$ cat config.mk
export PLATFORM = sky130hd
export DESIGN_NAME = isa_io_master
export DESIGN_NICKNAME = d
export VERILOG_FILES = /design/src/rtl/isa_io_master.sv
export SDC_FILE = /design/constraint.sdc
export NUM_CORES = 1
export LEC_CHECK = 0
export ABC_AREA = 1
export ABC_CLOCK_PERIOD_IN_PS = 1850
export BUFFER_PORTS_ARGS = -buffer_cell sky130_fd_sc_hd__buf_2
export CORE_MARGIN = 3
export CORE_UTILIZATION = 49
export CTS_CLUSTER_DIAMETER = 200
export DETAILED_ROUTE_END_ITERATION = 16
export PLACE_DENSITY = 0.77
export SLEW_MARGIN = 20
export SYNTH_ARGS = -nofsm -noshare
export SYNTH_HDL_FRONTEND = slang
export SYNTH_SLANG_ARGS = --single-unit
export TNS_END_PERCENT = 30
$ cat constraint.sdc
create_clock -name clk -period 1.85 [get_ports clk]
set_input_delay 0.37 -clock clk [delete_from_list [all_inputs] [get_ports clk]]
set_output_delay 0.37 -clock clk [all_outputs]
set_load 0.01 [all_outputs]
$ cat src/rtl/isa_io_master.sv
// isa_io_master: host-side ISA I/O cycle generator (setup, strobe with IOCHRDY wait states, hold)
module isa_io_master #(
    parameter int SETUP_CYC  = 2,
    parameter int STROBE_CYC = 4,
    parameter int HOLD_CYC   = 1,
    parameter int MAX_WAIT   = 16
) (
    input  logic       clk,
    input  logic       rst,
    input  logic       req_valid,
    output logic       req_ready,
    input  logic       req_write,
    input  logic [9:0] req_addr,
    input  logic [7:0] req_wdata,
    output logic       rsp_valid,
    output logic [7:0] rsp_rdata,
    output logic       rsp_err,
    output logic [9:0] SA,
    output logic [7:0] SD_out,
    output logic       SD_oe,
    input  logic [7:0] SD_in,
    output logic       IOR,
    output logic       IOW,
    output logic       AEN,
    input  logic       IOCHRDY
);
    localparam logic [2:0] S_IDLE   = 3'd0;
    localparam logic [2:0] S_SETUP  = 3'd1;
    localparam logic [2:0] S_STROBE = 3'd2;
    localparam logic [2:0] S_WAIT   = 3'd3;
    localparam logic [2:0] S_HOLD   = 3'd4;

    logic [2:0] state;
    logic [7:0] cnt;
    logic       wr;
    logic       err;
    logic       strobe;

    // Bus pins decode straight from the registered state, so they change only on clock edges
    assign req_ready = state == S_IDLE;
    assign AEN       = req_ready;
    assign SD_oe     = wr && !req_ready;
    assign strobe    = state == S_STROBE || state == S_WAIT;
    assign IOR       = !(strobe && !wr);
    assign IOW       = !(strobe && wr);

    // Phase sequencer: one down-counter reloaded on every state entry
    always_ff @(posedge clk) begin
        if (rst) begin
            state     <= S_IDLE;
            cnt       <= '0;
            wr        <= 1'b0;
            err       <= 1'b0;
            SA        <= '0;
            SD_out    <= '0;
            rsp_valid <= 1'b0;
            rsp_rdata <= '0;
            rsp_err   <= 1'b0;
        end else begin
            rsp_valid <= 1'b0;
            rsp_err   <= 1'b0;
            case (state)
                S_IDLE: if (req_valid) begin
                    state  <= S_SETUP;
                    cnt    <= 8'(SETUP_CYC - 1);
                    wr     <= req_write;
                    SA     <= req_addr;
                    SD_out <= req_wdata;
                    err    <= 1'b0;
                end
                S_SETUP: if (cnt == 0) begin
                    state <= S_STROBE;
                    cnt   <= 8'(STROBE_CYC - 1);
                end else cnt <= cnt - 1'b1;
                S_STROBE: if (cnt != 0) cnt <= cnt - 1'b1;
                else if (IOCHRDY) begin
                    state <= S_HOLD;
                    cnt   <= 8'(HOLD_CYC - 1);
                    if (!wr) rsp_rdata <= SD_in;
                end else begin
                    state <= S_WAIT;
                    cnt   <= 8'(MAX_WAIT - 1);
                end
                S_WAIT: if (IOCHRDY) begin
                    state <= S_HOLD;
                    cnt   <= 8'(HOLD_CYC - 1);
                    if (!wr) rsp_rdata <= SD_in;
                end else if (cnt == 0) begin
                    state <= S_HOLD;
                    cnt   <= 8'(HOLD_CYC - 1);
                    err   <= 1'b1;
                end else cnt <= cnt - 1'b1;
                S_HOLD: if (cnt == 0) begin
                    state     <= S_IDLE;
                    rsp_valid <= 1'b1;
                    rsp_err   <= err;
                end else cnt <= cnt - 1'b1;
                default: state <= S_IDLE;
            endcase
        end
    end
endmodule

-- Word level (Yosys, flattened, before mapping)
Cells that the tools add are included.
- register bits after elaboration: 41
- logic and storage cells: 70
- add/sub/neg operators: 1
- eq/ne operators: 12
- muxes and demuxes: 25
- bitwise logic cells: 2
- reductions and logical operators: 21
- operators by type and width (operator ; number):
    $mux W8 ; 9
    $pmux W8 S5 ; 1
    $mux W3 ; 7
    $pmux W8 S2 ; 1
    $pmux W3 S5 ; 1
    $ne A2 B2 Y1 const B ; 6
    $logic_not A8 Y1 ; 1
    $reduce_bool A8 Y1 ; 1
    $sub A8 B1 Y8 const B ; 1
    $eq A3 B2 Y1 const B ; 2
    $reduce_and A5 Y1 ; 1
    $reduce_bool A5 Y1 ; 1
    $logic_not A1 Y1 ; 4
    $mux W1 ; 4
    $mux W4 ; 1
    $reduce_and A2 Y1 ; 2
    $reduce_and A4 Y1 ; 1
    $reduce_bool A2 Y1 ; 2
    $eq A3 B1 Y1 const B ; 1
    $eq A3 B3 Y1 const B ; 1
    $logic_and A1 B1 Y1 ; 3
    $logic_not A3 Y1 ; 1
    $ne A3 B2 Y1 const B ; 1
    $reduce_and A3 Y1 ; 1
    other kinds (6) ; 7

-- Longest topological paths before layout
Gate-level depths: netlist (run 1).
- depth after elaboration: 4
- mapped depth: 10

-- Worst setup path after synthesis (run 1)
Ideal clock, no wire load.
- path type: register to register
- start point: register cnt[0]
- end point: register cnt[6]
- library setup time: 0.113 ns
- data arrival time: 1.357 ns
- data required time: 1.737 ns
- slack: 0.380 ns
- stages on the path, launching flop included: 11
- path buffers: 0
- clock period less this slack: 1.470 ns
- cells stage by stage: dfxtp_1 > inv_1 > ha_1 > nand2_1 > nor2_8 > nand2_2 > nand3_4 > nor3_1 > nand2_1 > nand2_1 > nor2_1
- cells in the longest elaborated chain, start to end: 4
- elaborated cells between the ends (all ways): 11
- classes of those cells: add/sub (1); eq/ne (1); mux (6); reduce/logical (3)
- ends and longest elaborated chain (what ; RTL line ; source):
    start, declared ; 34 ; logic [7:0] cnt;
    start signal, assigned ; 65 ; cnt <= 8'(SETUP_CYC - 1);
    start signal, assigned ; 73 ; cnt <= 8'(STROBE_CYC - 1);
    start signal, assigned ; 74 ; end else cnt <= cnt - 1'b1;
    $sub A8 B1 Y8 / $logic_not A8 Y1 (equally long branches) ; -- ;
    $mux W8 ; 88 ; end else if (cnt == 0) begin
    $mux W8 ; 84 ; S_WAIT: if (IOCHRDY) begin
    $pmux W8 S5 ; 62 ; case (state)
Parallel ways exist; a longest one is shown, timed or not. The select of a mux whose other input is x is not followed.
A chain may end at the register's enable or synchronous reset.

-- Worst setup path after layout (run 1)
- start point: register state[1]
- end point: output port req_ready
- cells in the longest elaborated chain, start to end: 1
- ends and longest elaborated chain (what ; RTL line ; source):
    start, declared ; 33 ; logic [2:0] state;
    start signal, assigned ; 50 ; state <= S_IDLE;
    start signal, assigned ; 64 ; state <= S_SETUP;
    start signal, assigned ; 72 ; state <= S_STROBE;
    $logic_not A3 Y1 ; 40 ; assign req_ready = state == S_IDLE;
    end, declared ; 11 ; output logic req_ready,
Every way passes these cells.

==> flow_summary_export.csv, run 1 <==
group,metric,value,unit
floorplanning,ioPinCount,64,
setup_path,cp_top_family,"buffers and inverters",
clock_network,htreeDepth,2,
finish,finalNetCount,350,
finish,antenna_cells,0,
clock_network,cts_buffers,5,
global_routing,grt_max_degree,19,
global_routing,grt_pass1_wl,6940,um
finish,final_cell_mix,"buf_2, nand2_1, dfxtp_1",
detailed_routing,wl_per_cell,11.5,um
clock_network,clock_latency,0.29,ns
placed_design,dp_hpwl,3190,um
sta,slew_headroom,78.0,%
job,drv_cap,0,
clock_network,cts_tree,"done",
logic_synthesis,ys_async_sr_fraction,0,%
placed_design,io_buffers,63,
sta,clock.fmax,0.596,GHz
detailed_routing,vias_per_cell,4.89,
sta,finalSetupViolCount,0,
detailed_routing,drc,0,
global_routing,grt_use_total,20.3,%
global_routing,grt_antenna_before_repair,0,
power_and_ir_drop,power_density,1730,mW/mm^2
logic_synthesis,yosysSeqAreaShare,43.9,%
detailed_routing,first_iter_violations,116,
logic_synthesis,syn_inst,251,
outcome,status,"finished clean",
floorplanning,design.die.area,0.00459,sq mm
setup_path,crit_path_cell_trace,"nor2_2 -> nand2_1 -> inv_2 -> buf_4 -> buf_2",
finish,final_core_util,67.1,%
clock_network,cts_sinks,41,
clock_network,postCtsSetupRepairBufs,0,
floorplanning,die_w,67.7,um
floorplanning,start_util,53.5,%
setup_path,required,1.48,ns
floorplanning,row_count,21,
setup_path,worstPathArrival,1.31,ns
sta,hold_ws,0.339,ns
placed_design,gp_congestion,0.842,
finish,final_common_cell,"buf_2",
sta,fin_crit_sh,90.7,%
global_routing,grt_overflow_total,0,
logic_synthesis,syn_avg_cell_area,7.44,sq um
logic_synthesis,yosysWarnings,0,
detailed_routing,drtPass1Iterations,4,
sta,clock-skew-final,0.00608,ns
sta,fin_crit,1.68,ns
sta,drv_slew,0,
placed_design,place_ws,0.229,ns
detailed_routing,ant_nets,0,
power_and_ir_drop,p_leak,1.11,nW
detailed_routing,vias,1780,
global_routing,grt_pass1_vias,1582,
logic_synthesis,ys_types,28,
setup_path,crit_slowest_cell,"dfxtp_1",
logic_synthesis,syn_area,0.00187,sq mm
sta,rsz0062_at_grt,"no",
setup_path,slowest_delay,0.37,ns
logic_synthesis,synth_area_leaders,"dfxtp_1, nand2_1, a21oi_1, nand3_1, inv_1",
floorplanning,core,0.00349,sq mm
finish,fillerInstances,326,
logic_synthesis,synth_top_area_share,43.9,%
sta,finalHoldViolations,0,
finish,syn2layout_area_growth,25.5,%
logic_synthesis,synthFlopType,"dfxtp_1",
power_and_ir_drop,peakVddDrop,1090,uV
clock_network,cts_root_buffer,"clkbuf_8",
logic_synthesis,synth_edf_count,0,
logic_synthesis,synth_top_cell_by_area,"dfxtp_1",
sta,finalSetupTns,0,ns
logic_synthesis,ys_ff_latch,41,
clock_network,clk_pin_slew_worst_paths,0.07,ns
setup_path,cp-end-kind,"output port",
logic_synthesis,syn_nets,284,
setup_path,path_buf_inv,3,
setup_path,cp_max_fo,7,
detailed_routing,routed_wl,4200,um
clock_network,clockBufferDepth,2,
sta,tightest_slew,0.326,ns
min_path,hp-class,"input pin to flop",
finish,drive_gt1_share,32.7,%
sta,worst_slack,0.172,ns
setup_path,critPathKind,"flop to output port",
floorplanning,chipHeight,67.7,um
setup_path,start_kind,"flop",
power_and_ir_drop,finalPower,4.07,mW
metrics by stage:
stage / instance area, sq um / std cells
floorplan: 1870 / 251
global placement: 2240 / 356
detailed placement: 2240 / 356
CTS: 2340 / 364
global route: 2340 / 364
finish: 2340 / 364
where the power goes:
part | switching [mW] | internal, mW
clock network | 0.304 | 0.337
registers | 0.177 | 1.11
logic | 1.33 | 0.809
total | 1.81 | 2.26
layout make-up:
class	count	area [sq um]	share of cell area, %
clock buffers	7	96.3	4.11
multi-input cells	173	895	38.2
repair buffers	71	375	16.0
flip-flops and latches	41	821	35.0
well taps	46	57.6	2.46
clock inverters	1	5.00	0.214
inverters	25	93.8	4.00
kinds of logic after synthesis:
logic type	count (synthesis)	share of synthesized area, %
buffers and inverters	37	8.17
AO/OA/AOI/OAI	55	15.4
XOR/XNOR	2	0.938
flip-flops	41	43.9
adder cells (fa/ha/maj)	2	1.34
AND/OR/NAND/NOR	114	30.2
synthesized netlist by cell type (3+ instances only):
master and instances:
nand2_1 53, nor2_4 3, inv_1 21, nand2_2 3
o21ai_0 11, clkbuf_1 4, o21ai_1 6, a21oi_1 34
dfxtp_1 41, nor3_1 4, nor2_2 6, nor2_1 14
inv_2 4, nand3_1 23, buf_2 5
what timing repair did:
action	4_1_cts	5_1_grt
hold buffers	0	0
endpoints found under the setup margin	0	1
resized for setup	0	1
tightest hold or removal path, delay by kind of cell:
family	cells	cell delay (ns)
buf+inv	1	0.09
simple gates	1	0.07
compound gates	1	0.06
metal layers:
metal  GRT usage (%)  part of all wire [%]  wire, um  up-vias
met3            8.15                   5.4       226        8
met1            24.6                    44      1860      790
met5               0                     0         0        -
met2            32.1                    49      2060       37
li1                -                     -         -      945
met4            7.85                   1.4        59        0
worst paths after layout:
kind | from | end | slack, ns | cells after the start
max reg2reg | cnt[0] | cnt[6] | 0.20 | 10
max | state[1] | req_ready | 0.17 | 5
min reg2reg | rsp_rdata[2] | rsp_rdata[2] | 0.44 | 2
min | req_wdata[3] | SD_out[3] | 0.34 | 3
flip-flops by register name, summed over array words and instances, names as in the netlist:
signal and count:
SA 10, SD_out 8, cnt 8, err 1, rsp_err 1, rsp_rdata 8, rsp_valid 1, state 3
wr 1
(Power assumes the default switching activity.)
==> run 2: changes to the inputs <==
Settings changed: CORE_ASPECT_RATIO set to 0.75.
==> run 2 against run 1 <==
Effect of this change:
- maximum frequency shrank 4.5%
- core utilization fell by 0.25 points
- register-to-register slack hardly changed
- sequential share of layout area is 0.51 points higher
- first-iteration DRC count down 41%
- combinational power barely moved
- sequential power is essentially flat
- clock power is 14% lower
- die area grew 0.16%
- cell count rose by 0.55%
- wire length rose by 4.5%
- worst hold slack is essentially flat
- critical endpoint is now SD_oe
==> flow_summary_export.csv, run 2 (synthesis gave the netlist of run 1 again) <==
group,metric,value,unit
outcome,status,"finished clean",
sta,tightest_slew,0.346,ns
clock_network,clockBufferDepth,2,
sta,rsz0062_at_grt,"no",
detailed_routing,met2_wirelength,1850,um
min_path,worstHoldPathCells,3,
clock_network,cts_tree,"done",
detailed_routing,drtPass1Iterations,4,
sta,clock-skew-final,0.00777,ns
setup_path,start_kind,"flop",
setup_path,cp_top_family,"buffers and inverters",
sta,clock.fmax,0.569,GHz
sta,hold_ws,0.339,ns
clock_network,holdBufCountCts,0,
setup_path,worstPathArrival,1.39,ns
placed_design,dpl_cell_area,0.00223,sq mm
floorplanning,die_w,77.3,um
detailed_routing,routed_wl,4390,um
clock_network,clk_pin_slew_worst_paths,0.08,ns
finish,drive_gt1_share,32.3,%
floorplanning,start_util,53.9,%
clock_network,cts_buffers,5,
sta,drv_slew,0,
setup_path,required,1.48,ns
clock_network,htreeDepth,2,
finish,finalNetCount,348,
setup_path,worstRegToRegCells,10,
placed_design,io_buffers,63,
power_and_ir_drop,finalPower,3.97,mW
setup_path,path_buf_inv,4,
global_routing,grt_overflow_total,0,
detailed_routing,top_layer,"met4",
detailed_routing,wl_met1,2150,um
finish,design_area,0.00232,sq mm
floorplanning,core,0.00347,sq mm
sta,finalSetupViolCount,0,
setup_path,reg2reg_from,"cnt[0]",
clock_network,cts_root_buffer,"clkbuf_8",
setup_path,rrSetupSlack,0.21,ns
floorplanning,chipHeight,59.5,um
clock_network,cts_sinks,41,
setup_path,crit_start,"state[2]",
setup_path,critPathKind,"flop to output port",
setup_path,cp_max_fo,10,
setup_path,slowest_delay,0.40,ns
detailed_routing,ant_nets,0,
detailed_routing,wl_per_cell,12.0,um
finish,fillerInstances,333,
sta,worst_slack,0.0926,ns
finish,final_common_cell,"buf_2",
power_and_ir_drop,peakVddDrop,898,uV
finish,largest-register,"SA",
sta,slew_headroom,76.7,%
global_routing,grt_antenna_before_repair,0,
global_routing,grt_pass1_wl,7420,um
setup_path,crit_path_cell_trace,"inv_2 -> nand2_1 -> inv_1 -> buf_4 -> nor2_1 -> buf_2",
sta,finalSetupTns,0,ns
sta,fin_crit_sh,95.0,%
global_routing,grt_pass1_vias,1706,
detailed_routing,vias,1825,
power_and_ir_drop,p_leak,1.09,nW
floorplanning,design.die.area,0.00460,sq mm
setup_path,worst_r2r_endpoint,"cnt[6]",
placed_design,dp_hpwl,3380,um
setup_path,worstSetupEndpoint,"SD_oe",
clock_network,clock_latency,0.29,ns
setup_path,cp-end-kind,"output port",
finish,antenna_cells,0,
finish,final_cell_mix,"buf_2, nand2_1, dfxtp_1",
min_path,hp-class,"input pin to flop",
detailed_routing,met3_length,327,um
sta,fin_crit,1.76,ns
finish,largest_register_ffs,10,
finish,syn2layout_area_growth,24.0,%
power_and_ir_drop,power_density,1710,mW/mm^2
placed_design,place_ws,0.240,ns
global_routing,grt_use_total,20.4,%
global_routing,grt_max_degree,19,
floorplanning,ioPinCount,64,
setup_path,crit_slowest_cell,"dfxtp_1",
detailed_routing,first_iter_violations,69,
setup_path,cp.depth,6,
detailed_routing,drc,0,
job,drv_cap,0,
floorplanning,row_count,18,
placed_design,gp_congestion,0.915,
sta,finalHoldViolations,0,
detailed_routing,vias_per_cell,4.99,
[run 2: cell types whose count changed in the layout (fill, tap and decap cells not counted), sizes merged]
cell / delta
buf: -2
clkbuf: -1
clkinv: +1
[run 2: per-layer routing]
layer / vias to the layer above / global-route usage (%)
met3: 8 / 5.17
met1: 815 / 25.9
met5: - / 0
met2: 59 / 33.9
met4: 0 / 7.61
li1: 943 / -
[run 2: layout make-up]
cell class | instances | area [sq um] | share of cell area (%)
Sequential cell | 41 | 823 | 35.5
Inverter | 25 | 93.8 | 4.05
Clock inverter | 2 | 10.0 | 0.432
Timing Repair Buffer | 69 | 360 | 15.6
Clock buffer | 6 | 72.6 | 3.13
Multi-Input combinational cell | 173 | 895 | 38.6
Tap cell | 50 | 62.6 | 2.70
[run 2: worst min-delay path by stage]
stage | to | from | slack (ns)
6_report | SA[3] | req_addr[3] | 0.34
5_1_grt | SD_out[7] | req_wdata[7] | 0.34
4_1_cts | SA[8] | req_addr[8] | 0.33
3_5_place_dp | rsp_rdata[3] | rsp_rdata[3] | 0.44
3_3_place_gp | rsp_rdata[5] | rsp_rdata[5] | 0.43
2_1_floorplan | rsp_err | err | 0.44
[run 2: repair_timing]
| item | CTS | global route |
|---|---|---|
| resized for setup | 0 | 2 |
| setup buffers | 0 | 0 |
| endpoints found under the setup margin | 0 | 1 |
[run 2: tightest hold or removal path, stage by stage]
cell	delay [ns]
buf_2	0.10
nand3_1	0.07
a21oi_1	0.06
[run 2: stage by stage]
step           util (%)  std cells
2_1_floorplan         -        251
3_3_place_gp       64.4        358
3_5_place_dp       64.4        358
4_1_cts            66.7        366
5_1_grt            66.8        366
6_report           66.8        366
[run 2: power by group]
part	internal, mW	switching [mW]	total (mW)
Combinational	0.778	1.35	2.13
Sequential	1.12	0.177	1.29
Clock	0.261	0.289	0.550
==> run 3: changes to the inputs <==
Settings changed: ABC_AREA 1 to unset, CAP_MARGIN set to 20.
==> run 3 against run 2 <==
Effect of this change:
- critical path depth increased by 1
- clock skew decreased by 0.0014 ns
- cell count increased by 0.55%
==> flow_summary_export.csv, run 3 <==
group,metric,value,unit
clock_network,cts_buffers,5,
setup_path,rrSetupSlack,0.07,ns
sta,finalHoldViolations,0,
detailed_routing,first_iter_violations,124,
global_routing,grt_pass1_vias,1817,
logic_synthesis,post-synth-top-count-cell,"nand2_1",
clock_network,cts_root_buffer,"clkbuf_8",
global_routing,grt_pass1_wl,7770,um
sta,fin_crit_sh,96.1,%
setup_path,slowest_delay,0.48,ns
finish,largest_register_ffs,10,
power_and_ir_drop,p_sw,1.64,mW
detailed_routing,ant_nets,0,
power_and_ir_drop,power_density,1620,mW/mm^2
setup_path,critPathKind,"flop to flop",
finish,instances_no_fill,368,
logic_synthesis,ys_async_sr_fraction,0,%
setup_path,worstRegToRegCells,7,
min_path,hp-class,"input pin to flop",
detailed_routing,vias_per_cell,5.24,
detailed_routing,wl_per_cell,12.6,um
clock_network,cts_tree,"done",
floorplanning,chipHeight,59.2,um
finish,drive_gt1_share,33.3,%
global_routing,grt_antenna_before_repair,0,
logic_synthesis,synth_edf_count,0,
finish,final_common_cell,"buf_2",
sta,hold_ws,0.308,ns
placed_design,io_buffers,63,
sta,drv_slew,0,
logic_synthesis,syn_avg_cell_area,7.94,sq um
detailed_routing,drtPass1Iterations,5,
power_and_ir_drop,p_leak,1.14,nW
finish,syn2layout_area_growth,33.8,%
logic_synthesis,syn_inst,233,
power_and_ir_drop,finalPower,4.00,mW
power_and_ir_drop,p_seq_share,29.7,%
floorplanning,die_w,76.9,um
finish,largest-register,"SA",
setup_path,worstPathArrival,2.00,ns
floorplanning,design.die.area,0.00455,sq mm
sta,finalSetupViolCount,0,
job,drv_cap,0,
sta,fin_crit,1.78,ns
logic_synthesis,synth_commonest_cells,"nand2_1, dfxtp_1, a21oi_1, nor2_1, o21ai_0",
setup_path,worst_r2r_endpoint,"cnt[4]",
clock_network,clk_pin_slew_worst_paths,0.08,ns
floorplanning,row_count,18,
finish,finalNetCount,350,
setup_path,crit_start,"cnt[0]",
sta,clock-skew-final,0.00638,ns
power_and_ir_drop,peakVddDrop,902,uV
logic_synthesis,ys_ff_latch,41,
logic_synthesis,ys_types,38,
floorplanning,ioPinCount,64,
logic_synthesis,synth_top_area_share,44.4,%
setup_path,cp_max_fo,7,
placed_design,dpl_cell_area,0.00237,sq mm
logic_synthesis,synth_top_cell_by_area,"dfxtp_1",
power_and_ir_drop,clkPwrFrac,14.1,%
detailed_routing,vias,1928,
placed_design,dp_hpwl,3550,um
setup_path,start_kind,"flop",
placed_design,gp_congestion,0.830,
floorplanning,start_util,53.7,%
setup_path,crit_path_cell_trace,"inv_1 -> ha_1 -> nor3b_2 -> and2_4 -> o21a_1 -> or4_1 -> a31oi_1",
clock_network,clockBufferDepth,2,
sta,slew_headroom,72.0,%
clock_network,cts_sinks,41,
setup_path,cp_top_family,"simple AND/OR/NAND/NOR gates",
detailed_routing,routed_wl,4650,um
setup_path,cp-end-kind,"flop",
placed_design,placed_cells,360,
global_routing,grt_overflow_total,0,
power_and_ir_drop,p_int,2.35,mW
detailed_routing,drc,0,
setup_path,required,2.07,ns
setup_path,reg2reg_from,"cnt[0]",
logic_synthesis,syn_nets,266,
finish,final_core_util,71.8,%
finish,antenna_cells,0,
setup_path,worstSetupEndpoint,"cnt[4]",
power_and_ir_drop,power_frac_comb,56.2,%
outcome,status,"finished clean",
global_routing,grt_use_total,21.1,%
setup_path,path_buf_inv,1,
logic_synthesis,yosysWarnings,0,
finish,final_cell_mix,"buf_2, nand2_1, dfxtp_1",
finish,design_area,0.00247,sq mm
sta,tightest_slew,0.420,ns
setup_path,crit_slowest_cell,"or4_1",
power_and_ir_drop,switching_share,41.1,%
clock_network,clock_latency,0.29,ns
global_routing,grt_max_degree,23,
sta,clock.fmax,0.562,GHz
setup_path,cp.depth,7,
logic_synthesis,synth_area_leaders,"dfxtp_1, nand2_1, a21oi_1, mux2i_1, nor2_1",
logic_synthesis,syn_area,0.00185,sq mm
logic_synthesis,synthFlopType,"dfxtp_1",
clock_network,holdBufCountCts,0,
sta,rsz0062_at_grt,"yes",
clock_network,htreeDepth,2,
floorplanning,core,0.00345,sq mm
logic_synthesis,yosysSeqAreaShare,44.4,%
-- run 3: cell families after synthesis --
kind of cell	Yosys count	share of synthesized area [%]
compound gates	58	18.4
fa+ha+maj	2	1.35
buf+inv	20	5.55
flops	41	44.4
mux	9	4.87
simple gates	103	25.4
-- run 3: worst min-delay path by stage --
stage | depth (start not counted) | slack, ns | to | from
3_3_place_gp | 2 | 0.44 | SD_out[3] | SD_out[3]
5_1_grt | 3 | 0.31 | SA[7] | req_addr[7]
3_5_place_dp | 2 | 0.44 | SA[1] | SA[1]
4_1_cts | 3 | 0.30 | SD_out[7] | req_wdata[7]
6_report | 3 | 0.31 | SD_out[7] | req_wdata[7]
2_1_floorplan | 1 | 0.43 | rsp_err | err
-- run 3: tightest hold or removal path: cells and delay by family --
kind | cells | cell delay, ns
buf+inv | 1 | 0.09
compound gates | 1 | 0.05
simple gates | 1 | 0.04
-- run 3: power by group through the flow --
stage	combinational (mW)	sequential (mW)	clock, mW
6_report	2.25	1.19	0.564
4_1_cts	2.20	1.18	0.582
2_1_floorplan	1.30	1.22	0
3_3_place_gp	2.14	1.19	0
5_1_grt	2.48	1.21	0.617
3_5_place_dp	2.17	1.20	0
-- run 3: area by class of cell --
cell class / count / area (sq um)
fill: 290 / 971
inverter: 5 / 18.8
multi-input combinational: 172 / 940
sequential: 41 / 822
tap: 50 / 62.6
clock inverter: 3 / 17.5
clock buffer: 5 / 68.8
timing repair buffer: 92 / 546
-- run 3: stage by stage --
stage	worst slack, ns	TNS (ns)
global route	-0.0191	-0.0191
floorplan	0.0121	0
CTS	0.0359	0
global placement	0.0209	0
finish	0.0721	0
detailed placement	-0.0134	-0.0134
-- run 3: per-layer routing --
layer  track usage [%]  up-vias  wire [um]
met2              32.4       80       1940
met5                 0        -          0
li1                  -      969          -
met3              8.36        4        509
met1              27.9      875       2170
met4              5.68        0         33
-- run 3: timing repair --
item                                    in CTS  in global routing
setup buffers                                0                  0
pin swaps                                    0                  2
resized for setup                            2                  3
endpoints found under the setup margin       1                 18
